--- src/rtl/duty_permille_bcd.sv ---
// Duty cycle in permille, floor(high*1000/(high+low)), via a serial restoring
// divider followed by a serial double-dabble into four BCD display digits.
module duty_permille_bcd #(
   parameter int CNT_W = 32
) (
   input  logic             sys_clk,
   input  logic             rst,
   input  logic             start,
   input  logic [CNT_W-1:0] high_cnt,
   input  logic [CNT_W-1:0] low_cnt,
   output logic             busy,
   output logic             done,
   output logic             err,
   output logic [3:0]       digit3,
   output logic [3:0]       digit2,
   output logic [3:0]       digit1,
   output logic [3:0]       digit0,
   output logic [2:0]       dbg_state_o
);

   localparam int NUM_W = CNT_W + 10;
   localparam int DEN_W = CNT_W + 1;
   localparam int REM_W = CNT_W + 2;
   localparam int CW    = $clog2(NUM_W + 1);

   typedef enum logic [2:0] {
      S_IDLE = 3'd0,
      S_LOAD = 3'd1,
      S_DIV  = 3'd2,
      S_BCD  = 3'd3,
      S_DONE = 3'd4
   } state_t;

   state_t             state_q, state_d;
   logic [CNT_W-1:0]   high_q, high_d;
   logic [CNT_W-1:0]   low_q, low_d;
   logic [DEN_W-1:0]   den_q, den_d;
   logic [NUM_W-1:0]   num_q, num_d;
   logic [DEN_W-1:0]   rem_q, rem_d;
   logic [9:0]         bin_q, bin_d;
   logic [15:0]        bcd_q, bcd_d;
   logic [CW-1:0]      cnt_q, cnt_d;
   logic               busy_q, busy_d;
   logic               done_q, done_d;
   logic               err_q, err_d;
   logic [15:0]        dig_q, dig_d;

   logic [NUM_W-1:0]   h_ext;
   logic [DEN_W-1:0]   den_w;
   logic [REM_W-1:0]   rem_sh;
   logic [DEN_W-1:0]   rem_diff;
   logic [14:0]        bcd_adj;

   assign h_ext    = NUM_W'(high_q);
   assign den_w    = DEN_W'(high_q) + DEN_W'(low_q);
   assign rem_sh   = {rem_q, num_q[NUM_W-1]};
   // The true difference is below den, so DEN_W bits of modular subtraction suffice.
   assign rem_diff = rem_sh[DEN_W-1:0] - den_q;

   // Thousands nibble never exceeds 1, so it never needs the +3 correction.
   always_comb begin
      bcd_adj[14:12] = bcd_q[14:12];
      for (int i = 0; i < 3; i++) begin
         bcd_adj[i*4 +: 4] = (bcd_q[i*4 +: 4] >= 4'd5) ? bcd_q[i*4 +: 4] + 4'd3
                                                        : bcd_q[i*4 +: 4];
      end
   end

   // Handshake: start is a one-cycle request honoured only while busy=0; busy
   // rises on the accepting edge and falls on the edge that pulses done.
   always_comb begin
      state_d = state_q;
      high_d  = high_q;
      low_d   = low_q;
      den_d   = den_q;
      num_d   = num_q;
      rem_d   = rem_q;
      bin_d   = bin_q;
      bcd_d   = bcd_q;
      cnt_d   = cnt_q;
      busy_d  = busy_q;
      done_d  = 1'b0;
      err_d   = err_q;
      dig_d   = dig_q;
      case (state_q)
         S_IDLE: begin
            if (start) begin
               high_d  = high_cnt;
               low_d   = low_cnt;
               busy_d  = 1'b1;
               err_d   = 1'b0;
               state_d = S_LOAD;
            end
         end
         S_LOAD: begin
            den_d = den_w;
            num_d = (h_ext << 10) - (h_ext << 4) - (h_ext << 3);
            if (den_w == '0) begin
               err_d   = 1'b1;
               bcd_d   = '0;
               state_d = S_DONE;
            end else begin
               rem_d   = '0;
               bin_d   = '0;
               cnt_d   = CW'(NUM_W - 1);
               state_d = S_DIV;
            end
         end
         S_DIV: begin
            num_d = num_q << 1;
            if (rem_sh >= REM_W'(den_q)) begin
               rem_d = rem_diff;
               bin_d = {bin_q[8:0], 1'b1};
            end else begin
               rem_d = rem_sh[DEN_W-1:0];
               bin_d = {bin_q[8:0], 1'b0};
            end
            if (cnt_q == '0) begin
               bcd_d   = '0;
               cnt_d   = CW'(9);
               state_d = S_BCD;
            end else begin
               cnt_d = cnt_q - CW'(1);
            end
         end
         S_BCD: begin
            bcd_d = {bcd_adj, bin_q[9]};
            bin_d = {bin_q[8:0], 1'b0};
            if (cnt_q == '0) begin
               state_d = S_DONE;
            end else begin
               cnt_d = cnt_q - CW'(1);
            end
         end
         S_DONE: begin
            dig_d   = bcd_q;
            done_d  = 1'b1;
            busy_d  = 1'b0;
            state_d = S_IDLE;
         end
         default: state_d = S_IDLE;
      endcase
   end

   always_ff @(posedge sys_clk) begin
      if (rst) begin
         state_q <= S_IDLE;
         high_q  <= '0;
         low_q   <= '0;
         den_q   <= '0;
         num_q   <= '0;
         rem_q   <= '0;
         bin_q   <= '0;
         bcd_q   <= '0;
         cnt_q   <= '0;
         busy_q  <= 1'b0;
         done_q  <= 1'b0;
         err_q   <= 1'b0;
         dig_q   <= '0;
      end else begin
         state_q <= state_d;
         high_q  <= high_d;
         low_q   <= low_d;
         den_q   <= den_d;
         num_q   <= num_d;
         rem_q   <= rem_d;
         bin_q   <= bin_d;
         bcd_q   <= bcd_d;
         cnt_q   <= cnt_d;
         busy_q  <= busy_d;
         done_q  <= done_d;
         err_q   <= err_d;
         dig_q   <= dig_d;
      end
   end

   assign busy        = busy_q;
   assign done        = done_q;
   assign err         = err_q;
   assign digit3      = dig_q[15:12];
   assign digit2      = dig_q[11:8];
   assign digit1      = dig_q[7:4];
   assign digit0      = dig_q[3:0];
   assign dbg_state_o = state_q;

endmodule

--- config.mk ---
export PLATFORM = sky130hd
export DESIGN_NAME = duty_permille_bcd
export DESIGN_NICKNAME = d
export VERILOG_FILES = /design/src/rtl/duty_permille_bcd.sv
export SDC_FILE = /design/constraint.sdc
export NUM_CORES = 1
export LEC_CHECK = 0
export ABC_AREA = 1
export CORE_AREA = 2 2 213 215
export CTS_BUF_LIST = sky130_fd_sc_hd__clkbuf_4 sky130_fd_sc_hd__clkbuf_8
export DETAILED_ROUTE_END_ITERATION = 8
export DIE_AREA = 0 0 215 217
export PLACE_DENSITY = 0.53
export SYNTH_ARGS = -nofsm -noshare
export SYNTH_HDL_FRONTEND = slang
export SYNTH_SLANG_ARGS = --single-unit
--- constraint.sdc ---
create_clock -name sys_clk -period 8.3 [get_ports sys_clk]
set_clock_uncertainty 0.15 [all_clocks]
set_input_delay 1.66 -clock sys_clk [delete_from_list [all_inputs] [get_ports sys_clk]]
set_output_delay 1.66 -clock sys_clk [all_outputs]
set_load 0.05 [all_outputs]
==> results.json <==
{
  "max_freq_ghz": 0.254,
  "start_util": 0.372,
  "cap_violations": 0,
  "cts_buffers": 43,
  "finalSetupViolations": 0,
  "synth-edff-count": 0,
  "vias": 16500,
  "dieArea_mm2": 0.0467,
  "synthCells": 2592,
  "num_rows": 78,
  "cts.clk_slew.worst_paths_ns": 0.06,
  "place_hpwl_um": 40100,
  "drc_errors": 0,
  "grt_max_degree": 118,
  "diodes": 0,
  "cts_setup_buffers": 0,
  "synth_cell_types": 40,
  "htreeDepth": 2,
  "status": "completed",
  "cts_tree": "done",
  "die_w_um": 215,
  "antenna_found_initial": 0,
  "place_congestion": 0.924,
  "rr_endpoint": "num_q[27]$_SDFFE_PP0P_",
  "clkSinkCount": 223,
  "crit_end": "num_q[27]$_SDFFE_PP0P_",
  "critPathKind": "flip-flop to flip-flop",
  "drive_above_1_share": 0.0462,
  "first_iter_violations": 1106,
  "grt_pass1_wl_um": 82400,
  "seq_area_frac_synth": 0.268,
  "cts_buffer_depth": 3,
  "hold_violations": 0,
  "design.core.area_mm2": 0.0447,
  "rsz0062_at_grt": "false",
  "areaGrowthSynthToFinish_pct": 14.2,
  "reg2reg_from": "high_q[0]$_SDFFE_PP0P_",
  "final_nets": 2862,
  "grt_use_total": 0.220,
  "hold_path_class": "flip-flop to flip-flop",
  "worstPathRequired_ns": 8.67,
  "fin_hold_ws_ns": 0.301,
  "first_pass_iters": 5,
  "reg2reg_slack_ns": 4.37,
  "hold_buffers": 0,
  "syn_area_mm2": 0.0166,
  "synth_seq_cells": 223,
  "syn_avg_cell_area_um2": 6.42,
  "grt_pass1_vias": 15400,
  "period_share": 0.474,
  "end_kind": "flip-flop",
  "vias_per_cell": 5.03,
  "io_pins": 89,
  "clk_latency_ns": 0.62,
  "syn_nets": 2804,
  "antenna_left": 0,
  "postCtsResizedCells": 0,
  "finalCriticalPeriod_ns": 3.93,
  "fin_tns_setup_ns": 0,
  "postLayoutCoreUtil": 0.425,
  "wl_per_cell_um": 15.8,
  "startpoint": "high_q[0]$_SDFFE_PP0P_",
  "startpoint_type": "flip-flop",
  "worstRegToRegCells": 15,
  "slew-limit-headroom": 0.287,
  "ys.flop_type": "dfxtp_1",
  "tightestPinTransition_ns": 1.07,
  "drt_wl_total_um": 52000,
  "synthArstFlopShare": 0,
  "yosys_warnings": 0,
  "portBuffers": 88,
  "die_h_um": 217,
  "cp_max_fo": 7,
  "cts-root-buf": "clkbuf_8",
  "overflow": 0,
  "final-max-slew-violation-count": 0,
  "cp.arrival_ns": 4.31
}
[synthesized netlist by cell type (5+ instances only)]
| library cell | count | area share |
|---|---|---|
| and2_1 | 5 | 0.0019 |
| a221oi_1 | 5 | 0.0026 |
| clkbuf_1 | 56 | 0.013 |
| nand3_2 | 11 | 0.0066 |
| inv_2 | 5 | 0.0011 |
| buf_2 | 11 | 0.0033 |
| nand2_1 | 636 | 0.14 |
| ha_1 | 118 | 0.089 |
| nor2_1 | 241 | 0.054 |
| nor2_2 | 5 | 0.0019 |
| xnor2_1 | 29 | 0.015 |
| a31oi_1 | 38 | 0.014 |
| xor2_1 | 27 | 0.014 |
| nor3_1 | 19 | 0.0057 |
| a21oi_1 | 263 | 0.079 |
| o21ai_0 | 181 | 0.054 |
| fa_1 | 27 | 0.032 |
| o21bai_1 | 13 | 0.0059 |
| o211ai_1 | 41 | 0.018 |
| buf_1 | 15 | 0.0034 |
| nand3b_1 | 20 | 0.0090 |
| nand4_1 | 23 | 0.0086 |
| inv_1 | 384 | 0.087 |
| nor4_1 | 7 | 0.0026 |
| dfxtp_1 | 223 | 0.27 |
| a21boi_0 | 7 | 0.0032 |
| or2_2 | 5 | 0.0019 |
| nand3_1 | 134 | 0.040 |
| a21o_1 | 15 | 0.0068 |
[worst min path at each step]
stage / from / to / slack, ns / cells after the start
after floorplan: low_q[0]$_SDFFE_PP0P_ / low_q[0]$_SDFFE_PP0P_ / 0.28 / 2
after global placement: low_q[25]$_SDFFE_PP0P_ / low_q[25]$_SDFFE_PP0P_ / 0.29 / 2
after detailed placement: low_q[18]$_SDFFE_PP0P_ / low_q[18]$_SDFFE_PP0P_ / 0.29 / 2
after CTS: low_q[18]$_SDFFE_PP0P_ / low_q[18]$_SDFFE_PP0P_ / 0.30 / 2
after global routing: low_q[12]$_SDFFE_PP0P_ / low_q[12]$_SDFFE_PP0P_ / 0.32 / 2
final: low_q[21]$_SDFFE_PP0P_ / low_q[21]$_SDFFE_PP0P_ / 0.30 / 2
[state kept, by name (all words and copies together) (netlist names), 3 cells and up]
register / cells
cnt_q: 6
dbg_state_o: 3
num_q: 39
bin_q: 10
low_q: 32
high_q: 32
den_q: 33
rem_q: 33
dig_q: 16
bcd_q: 16
[cell type report]
cell class,instances,area (um^2)
inverters,393,1480
clock inverters,16,213
flip-flops and latches,223,4460
multi-input cells,1890,10400
repair buffers,99,958
clock buffers,61,783
well taps,600,751
fillers,4852,25700
[cell families after synthesis]
family / Yosys count / share of synthesized area
AOI/OAI and AO/OA: 577 / 0.191
xor gates and xnor gates: 56 / 0.0295
adders and majority gates: 145 / 0.121
buffers and inverters: 479 / 0.111
DFF: 223 / 0.268
and+or+nand+nor: 1112 / 0.279
[per-stage QoR]
step / instances / cell area (um^2) / setup slack (ns)
after floorplan: 2592 / 16600 / 5.30
after global placement: 3205 / 18000 / 4.03
after detailed placement: 3205 / 18000 / 3.97
after CTS: 3282 / 19000 / 4.33
after global routing: 3282 / 19000 / 4.00
final: 3282 / 19000 / 4.37
[cell usage in the layout, fill, tap and decap left out, drive strengths merged, types with 27 or more instances in the layout]
| cell type | netlist | routed |
|---|---|---|
| a21oi | 263 | 263 |
| a31oi | 38 | 38 |
| clkbuf | 56 | 61 |
| clkdlybuf4s50 | 0 | 87 |
| dfxtp | 223 | 223 |
| fa | 27 | 27 |
| ha | 118 | 118 |
| inv | 389 | 388 |
| nand2 | 640 | 640 |
| nand3 | 145 | 145 |
| nor2 | 246 | 246 |
| o211ai | 41 | 41 |
| o21ai | 181 | 181 |
| xnor2 | 29 | 29 |
| xor2 | 27 | 27 |
[worst max-delay path, stage by stage (launching register included)]
cell and delay, ns:
dfxtp_1 0.45, inv_1 0.21, fa_1 0.56, inv_1 0.05
ha_1 0.38, nand2_1 0.12, nor2_1 0.16, inv_1 0.08
nor4_1 0.32, nor2_1 0.14, o21ai_0 0.48, nand2_1 0.10
nand2_1 0.10, xor2_1 0.29, nand2_1 0.11, a21oi_1 0.14
[metal layers]
metal,wire (um),vias up,track usage
met5,0,-,0
met4,1140,0,0.0630
met3,2770,65,0.0334
met2,21300,379,0.332
met1,26800,7514,0.323
li1,-,8549,-
Power is left out: the tool's default activity adds up to more than one toggle a clock period on the data nets, which glitch-free logic cannot reach.
